## config.mk

```make
export PLATFORM = sky130hd
export DESIGN_NAME = overture_run_ctrl
export DESIGN_NICKNAME = d
export VERILOG_FILES = /design/src/rtl/overture_pkg.sv /design/src/rtl/overture_sat_counter.sv /design/src/rtl/overture_run_ctrl.sv
export SDC_FILE = /design/constraint.sdc
export NUM_CORES = 1
export LEC_CHECK = 0
export CORE_ASPECT_RATIO = 0.5
export CORE_UTILIZATION = 51
export CTS_CLUSTER_SIZE = 40
export DETAILED_ROUTE_END_ITERATION = 6
export PLACE_DENSITY = 0.85
export SYNTH_ARGS = -nofsm -noshare
export SYNTH_HDL_FRONTEND = slang
export SYNTH_SLANG_ARGS = --single-unit
```

## constraint.sdc

```tcl
create_clock -name clk -period 4 [get_ports clk]
set_input_delay 0.8 -clock clk [delete_from_list [all_inputs] [get_ports clk]]
set_output_delay 0.8 -clock clk [all_outputs]
set_load 0.01 [all_outputs]
```

## src/rtl/overture_pkg.sv

```systemverilog
// Shared definitions for the overture run controller: FSM state encoding,
// command opcodes and the CLEAR hold length.
package overture_pkg;

    typedef enum logic [2:0] {
        ST_IDLE  = 3'd0,
        ST_RUN   = 3'd1,
        ST_STEP  = 3'd2,
        ST_BREAK = 3'd3,
        ST_CLEAR = 3'd4
    } run_state_e;

    localparam logic [1:0] OP_HALT  = 2'b00;
    localparam logic [1:0] OP_RUN   = 2'b01;
    localparam logic [1:0] OP_STEP  = 2'b10;
    localparam logic [1:0] OP_CLEAR = 2'b11;

    localparam int CLEAR_CYCLES = 2;

endpackage

```

## src/rtl/overture_sat_counter.sv

```systemverilog
// Saturating up-counter with enable and synchronous clear; holds at all-ones.
module overture_sat_counter #(
    parameter int WIDTH = 16
) (
    input  logic             clk,
    input  logic             reset_n,
    input  logic             en,
    input  logic             clr,
    output logic [WIDTH-1:0] count
);

    always_ff @(posedge clk or negedge reset_n) begin
        if (!reset_n)
            count <= '0;
        else if (clr)
            count <= '0;
        else if (en && (count != '1))
            count <= count + 1'b1;
    end

endmodule

```

## src/rtl/overture_run_ctrl.sv

```systemverilog
// Run/step/breakpoint controller for a small CPU. Breakpoint support is built
// only when OVERTURE_RUN_CTRL_BREAKPOINT_EN is defined.
module overture_run_ctrl
    import overture_pkg::*;
#(
    parameter int CNT_W = 16
) (
    input  logic             clk,
    input  logic             reset_n,
    input  logic             cmd_valid,
    output logic             cmd_ready,
    input  logic [1:0]       cmd_op,
    input  logic [7:0]       cmd_arg,
    input  logic             bp_en,
    input  logic [7:0]       bp_addr,
    input  logic [7:0]       cpu_pc,
    output logic             cpu_run,
    output logic             cpu_reset,
    output logic [2:0]       state,
    output logic             done,
    output logic [CNT_W-1:0] cycle_count
);

    run_state_e state_q, state_d;
    logic [7:0] steps_q, steps_d;
    logic [1:0] clr_q, clr_d;
    logic       done_q, done_d;
    logic       por_q;
    logic       bp_hit;
    logic       leave_break;
    logic       cmd_acc;
    logic       in_exec;

    assign in_exec   = (state_q == ST_RUN) || (state_q == ST_STEP);
    assign cmd_ready = (state_q != ST_CLEAR);
    assign cmd_acc   = cmd_valid && cmd_ready;
    assign cpu_run   = in_exec && !bp_hit;
    // Held high for the first cycle out of reset as well as throughout CLEAR.
    assign cpu_reset = por_q || (state_q == ST_CLEAR);
    assign state     = state_q;
    assign done      = done_q;

`ifdef OVERTURE_RUN_CTRL_BREAKPOINT_EN
    logic skip_q;

    assign bp_hit = bp_en && (cpu_pc == bp_addr) && !skip_q;

    // Lets the CPU execute the breakpoint instruction once after resuming.
    always_ff @(posedge clk or negedge reset_n) begin
        if (!reset_n)
            skip_q <= 1'b0;
        else if (state_q == ST_CLEAR)
            skip_q <= 1'b0;
        else if (leave_break)
            skip_q <= 1'b1;
        else if (cpu_run)
            skip_q <= 1'b0;
    end
`else
    logic unused_bp;

    assign bp_hit    = 1'b0;
    assign unused_bp = ^{bp_en, bp_addr, cpu_pc, leave_break};
`endif

    // Priority: accepted command, then breakpoint, then step completion.
    // No-op commands (RUN while running, STEP 0) do not pre-empt the others.
    always_comb begin
        state_d     = state_q;
        steps_d     = steps_q;
        clr_d       = clr_q;
        done_d      = 1'b0;
        leave_break = 1'b0;
        if (state_q == ST_CLEAR) begin
            if (clr_q == 2'(CLEAR_CYCLES - 1)) begin
                state_d = ST_IDLE;
                clr_d   = '0;
            end else begin
                clr_d = clr_q + 2'd1;
            end
        end else if (cmd_acc && (cmd_op == OP_HALT)) begin
            state_d = ST_IDLE;
            steps_d = '0;
        end else if (cmd_acc && (cmd_op == OP_CLEAR)) begin
            state_d = ST_CLEAR;
            steps_d = '0;
            clr_d   = '0;
        end else if (cmd_acc && (cmd_op == OP_RUN) && (state_q != ST_RUN)) begin
            state_d     = ST_RUN;
            leave_break = (state_q == ST_BREAK);
        end else if (cmd_acc && (cmd_op == OP_STEP) && (cmd_arg != 8'd0)) begin
            state_d     = ST_STEP;
            steps_d     = cmd_arg;
            leave_break = (state_q == ST_BREAK);
        end else if (in_exec && bp_hit) begin
            state_d = ST_BREAK;
            done_d  = 1'b1;
        end else if ((state_q == ST_STEP) && cpu_run) begin
            steps_d = steps_q - 8'd1;
            if (steps_q == 8'd1) begin
                state_d = ST_IDLE;
                done_d  = 1'b1;
            end
        end
    end

    always_ff @(posedge clk or negedge reset_n) begin
        if (!reset_n) begin
            state_q <= ST_IDLE;
            steps_q <= '0;
            clr_q   <= '0;
            done_q  <= 1'b0;
            por_q   <= 1'b1;
        end else begin
            state_q <= state_d;
            steps_q <= steps_d;
            clr_q   <= clr_d;
            done_q  <= done_d;
            por_q   <= 1'b0;
        end
    end

    overture_sat_counter #(
        .WIDTH(CNT_W)
    ) u_cycle_cnt (
        .clk    (clk),
        .reset_n(reset_n),
        .en     (cpu_run),
        .clr    (state_q == ST_CLEAR),
        .count  (cycle_count)
    );

endmodule

```

* Word-level counts from Yosys, hierarchy flattened
Cells that the tools add are included.
** Word-level totals
- Register bits after elaboration :: 31
- Input port bits :: 30
** Operators by class
- Equal/unequal tests :: 14
- Bitwise operators :: 1
- $add $sub $neg :: 3
- Muxes and demuxes :: 26
- Reduce and logical (&&, ||, !) cells :: 21
** Operator list (count)
- $mux W8 :: 5
- $mux W16 :: 2
- $mux W3 :: 8
- $add A16 B1 Y16 const B :: 1
- $ne A16 B16 Y1 const B :: 1
- $reduce_bool A6 Y1 :: 2
- $logic_and A1 B1 Y1 :: 9
- $eq A8 B1 Y1 const B :: 1
- $mux W2 :: 4
- $reduce_bool A8 Y1 :: 1
- $sub A8 B1 Y8 const B :: 1
- $mux W1 :: 7
- $ne A3 B3 Y1 const B :: 2
- $reduce_and A3 Y1 :: 2
- $eq A2 B1 Y1 const B :: 2
- $eq A2 B2 Y1 const B :: 2
- $reduce_bool A2 Y1 :: 2
- $reduce_bool A4 Y1 :: 1
- $eq A3 B1 Y1 const B :: 1
- $eq A3 B2 Y1 const B :: 1
- $eq A3 B3 Y1 const B :: 1
- $ne A3 B1 Y1 const B :: 1
- $add A2 B1 Y2 const B :: 1
- $logic_not A2 Y1 :: 1
- other kinds (5) :: 6

* Logic depth before layout (Yosys ltp)
- Depth in word-level cells :: 9
- Depth in mapped cells :: 7

* Modules after synthesis
From an unflattened synthesis, not the netlist that was laid out.
** Second synthesis, totals
- Cell total of the unflattened synthesis :: 226
- Area, all modules :: 2028.2 µm²
** By module, submodules not included
- overture_run_ctrl :: cells each 128, instances 1, seq. area each 376.6 µm², area each 1086.0 µm²
- overture_sat_counter :: cells each 98, instances 1, seq. area each 400.4 µm², area each 942.2 µm²

* Least setup slack after synthesis
No wires, ideal clock.
- Path type :: reg-to-output
- Start :: reg state_q[1] (netlist: state[1])
- End :: out cmd_ready
- Slack :: 2.044 ns
- Buffers on the path :: 2
- Stages on the path, launching flop included :: 5
- Arrival time :: 1.156 ns
- Required time :: 3.200 ns
- Cell sequence :: dfrtp_1 -> buf_4 -> nor3b_4 -> inv_1 -> clkbuf_1
** Between the ends
- Cells in the longest elaborated chain, start to end :: 1
** Ends and longest elaborated chain
- start, declared :: RTL line overture_run_ctrl.sv:24 : run_state_e state_q, state_d;
- start signal, assigned :: RTL line overture_run_ctrl.sv:115 : state_q <= state_d;
- $ne A3 B3 Y1 :: RTL line overture_run_ctrl.sv:35 : assign cmd_ready = (state_q != ST_CLEAR);
- end, declared :: RTL line overture_run_ctrl.sv:11 : output logic cmd_ready,
Every way passes these cells.

* Worst setup path in the final report
- Start :: reg state_q[2] (netlist: state[2])
- End :: out cpu_reset
** Between the ends
- Cells in the longest elaborated chain, start to end :: 2
** Ends and longest elaborated chain
- $eq A3 B3 Y1 :: RTL line overture_run_ctrl.sv:39 : assign cpu_reset = por_q || (state_q == ST_CLEAR);
- $logic_or A1 B1 Y1 :: RTL line overture_run_ctrl.sv:39
- end, declared :: RTL line overture_run_ctrl.sv:18 : output logic cpu_reset,
Every way passes these cells.

==> qor.yml <==
drt:
  iteration_0_drc_count_of_the_detailed_router: 114
  detail_route.drc_violations: 2
  route.vias.total: 1690
  drtPass1Iterations: 6
  drt.antenna.violating_nets: 0
  postRouteWirelength_um: 4190
  route.detailed.vias_per_inst: 5.83
  post_drt_wl_per_cell_um: 14.5
critical_path:
  cp-end-kind: "output port"
  max_stage_delay_ns: 0.68
  worst-path-buf-inv: 1
  path_cells: "nor3b_4 -> or2_2 -> clkdlybuf4s50_1"
  cpMaxStageDelayCell: "sky130_fd_sc_hd__dfrtp_1"
  worst_ep_arrival_time_ns: 2.39
  cp_max_fo: 17
  setup.worst_path.class: "reg -> out"
  critPathRequiredTime_ns: 3.20
  timing.critical_path.max_delay_family: "simple AND/OR/NAND/NOR gates"
  critPathLaunchType: "flip-flop"
floorplanning:
  dieHeight_um: 44.7
  fp.dieArea_um2: 3910
  floorplan.die.width_um: 87.4
  rows: 15
  coreArea_um2: 3450
  initial_core_util: 0.538
  ioPinCount: 53
power:
  total_power_w: 0.00131
  pwr_density_cell_nw_per_um2: 556
  ir_worst_vdd_v: 0.000305
  static-leakage-power_nw: 0.997
sta:
  finalSetupTns_ns: 0
  period_minus_slack_ns: 3.19
  rsz_0062_raised_after_global_routing: "no"
  slew_headroom: 0.399
  finClkSkew_ns: 0.00872
  final_hold_viol_count: 0
  period_share: 0.799
  holdWs_ns: 0.514
  fin_max_slew_vios: 0
  timing.final.setup_violations: 0
  maxClockFrequency_mhz: 313
  worstMarginPinSlew_ns: 0.900
clock_tree:
  cts_buffers: 5
  worst_skew_pair.late_latency_ns: 0.29
  holdBufCountCts: 0
  cts_tree: "built"
  cts.path.max_buffers: 2
  cts_repair_resize_count: 0
  cts_setup_buffers: 0
  tritoncts_num_sinks: 31
  cts.reportedPaths.clkPinSlew_ns: 0.07
  clock-root-buffer: "sky130_fd_sc_hd__clkbuf_8"
  htreeDepth: 2
logic_synthesis:
  post_synth_num_cell_types: 53
  largest_family_of_logic_cells_by_synthesized_area: "simple AND/OR/NAND/NOR gates"
  synth-edff-count: 0
  postSynth.asyncResetShare: 1.00
  synth_xor_area_frac: 0.0323
  synth_nets: 234
  sequential_fraction_of_the_synthesis_area: 0.418
  mappedNetlistArea_um2: 1860
  avg_cell_area_syn_um2: 9.25
  synth.area.mux_share: 0.0269
  synth_compound_area_frac: 0.181
  synth-adder-area-share: 0.0202
  ys.flop_type: "sky130_fd_sc_hd__dfrtp_1"
  count_of_warnings_emitted_by_yosys: 0
  synth_seq_cells: 31
  post_synth_inst_count: 201
  yosys.area_share.simple: 0.283
outcome:
  status: "complete, but fails checks"
  failing_checks: "DRC"
place:
  hpwlAfterDp_um: 2990
  port_buffers: 35
  gp_routability_congestion: 0.869
global_route:
  globalRouteOverflowTotal: 0
  number_of_global_route_vias_before_repair: 1479
  grt_pass1_wl_um: 6750
  global_route_usage_over_all_layers: 0.234
  antenna_violations_before_repair: 0
  grt_max_degree: 32
worst_hold_path:
  min-delay-path-class: "reg -> reg"
layout:
  antenna-diode-count: 0
  postLayoutCoreUtil: 0.685
  syn2layout_area_growth_pct: 27.2
  nets: 271
  fraction_of_layout_cells_with_a_size_suffix_above_1: 0.100
flow_run:
  maxCapViolations: 0
[flip-flops by register name, summed over array words and instances (netlist names)]
signal	flops
steps_q	8
state	3
u_cycle_cnt.count	16
done	1
clr_q	2
por_q	1
[power by group]
part	switching [W]	internal [W]	leakage (nW)	total [W]
Sequential	0.0000952	0.000374	0.416	0.000469
Combinational	0.000283	0.000240	0.519	0.000523
Clock	0.000119	0.000201	0.0612	0.000321
Total	0.000497	0.000816	0.997	0.00131
[worst reg2reg max path, cell delays in order (launching register included)]
cell and delay, ns:
sky130_fd_sc_hd__dfrtp_1 0.68, sky130_fd_sc_hd__nor3b_4 0.67, sky130_fd_sc_hd__inv_1 0.17, sky130_fd_sc_hd__buf_4 0.23
sky130_fd_sc_hd__o2111ai_1 0.41, sky130_fd_sc_hd__a21oi_1 0.21, sky130_fd_sc_hd__a2bb2oi_1 0.18
[logic make-up after synthesis]
kind of cell               count (synthesis)
and+or+nand+nor                           92
AOI/OAI and AO/OA                         50
DFF                                       31
buffers and inverters                     13
xor gates and xnor gates                   6
muxes                                      5
adders and majority gates                  3
other                                      1
[final cells by class]
type | instances | area, um2
clock inverters | 2 | 35.0
repair buffers | 38 | 373
inverters | 5 | 18.8
fillers | 281 | 1090
clock buffers | 6 | 82.6
well taps | 51 | 63.8
multi-input cells | 157 | 1010
flip-flops and latches | 31 | 777
[worst paths after layout]
path	startpoint	to	slack, ns	cells after the start
setup / recovery	state[2]	cpu_reset	0.81	3
hold / removal	clr_q[1]	clr_q[1]	0.51	1
setup reg to reg	state[2]	steps_q[1]	1.33	6
hold reg to reg	clr_q[1]	clr_q[1]	0.51	1
max in group asynchronous	reset_n	por_q	2.76	2
min in group asynchronous	reset_n	u_cycle_cnt.count[8]	0.90	2
[layer usage]
layer | wire (um) | vias up | track usage
met2 | 2090 | 39 | 0.395
met5 | 0 | - | 0
met1 | 1880 | 826 | 0.299
met4 | 46 | 0 | 0.0885
met3 | 175 | 5 | 0.0603
li1 | - | 820 | -
[cell usage in the layout, fill, tap and decap left out, types with 4 or more instances in the layout]
cell type,Yosys,routed
sky130_fd_sc_hd__a21oi_1,12,12
sky130_fd_sc_hd__and3_1,4,4
sky130_fd_sc_hd__clkbuf_8,0,6
sky130_fd_sc_hd__clkdlybuf4s50_1,0,35
sky130_fd_sc_hd__dfrtp_1,30,30
sky130_fd_sc_hd__inv_1,5,5
sky130_fd_sc_hd__mux2i_1,5,5
sky130_fd_sc_hd__nand2_1,22,22
sky130_fd_sc_hd__nand2b_1,5,5
sky130_fd_sc_hd__nand3_1,14,14
sky130_fd_sc_hd__nand4_1,7,7
sky130_fd_sc_hd__nor2_1,14,14
sky130_fd_sc_hd__nor3_1,4,4
sky130_fd_sc_hd__o211ai_1,4,4
sky130_fd_sc_hd__o21ai_0,7,7
sky130_fd_sc_hd__o21ai_1,4,4
sky130_fd_sc_hd__xor2_1,5,5
[synth_stat cells, drive strengths merged (3+ instances only)]
library cell  instances  area, um2
nand2                22       82.6
and3                  4       25.0
xor2                  5       43.8
o211ai                4       30.0
inv                   5       18.8
nand3                15       80.1
a22oi                 3       22.5
nor3                  6       52.6
nand2b                5       31.3
dfrtp                30        751
ha                    3       37.5
o21ai                12       63.8
nand4                 7       43.8
a21oi                12       60.1
a31oi                 3       18.8
mux2i                 5       50.1
nor2                 14       52.6
a2bb2oi               3       26.3
nor3b                 4       46.3
and4                  4       37.5
buf                   6       41.3
[metrics by stage]
stage,std cells,setup slack (ns),area [um2]
6_report,290,0.806,2360
5_1_grt,290,0.676,2360
4_1_cts,290,0.791,2360
3_5_place_dp,282,0.973,2250
3_3_place_gp,282,1.04,2250
2_1_floorplan,201,2.04,1860
Note: power is estimated with default switching activity, not from simulation.
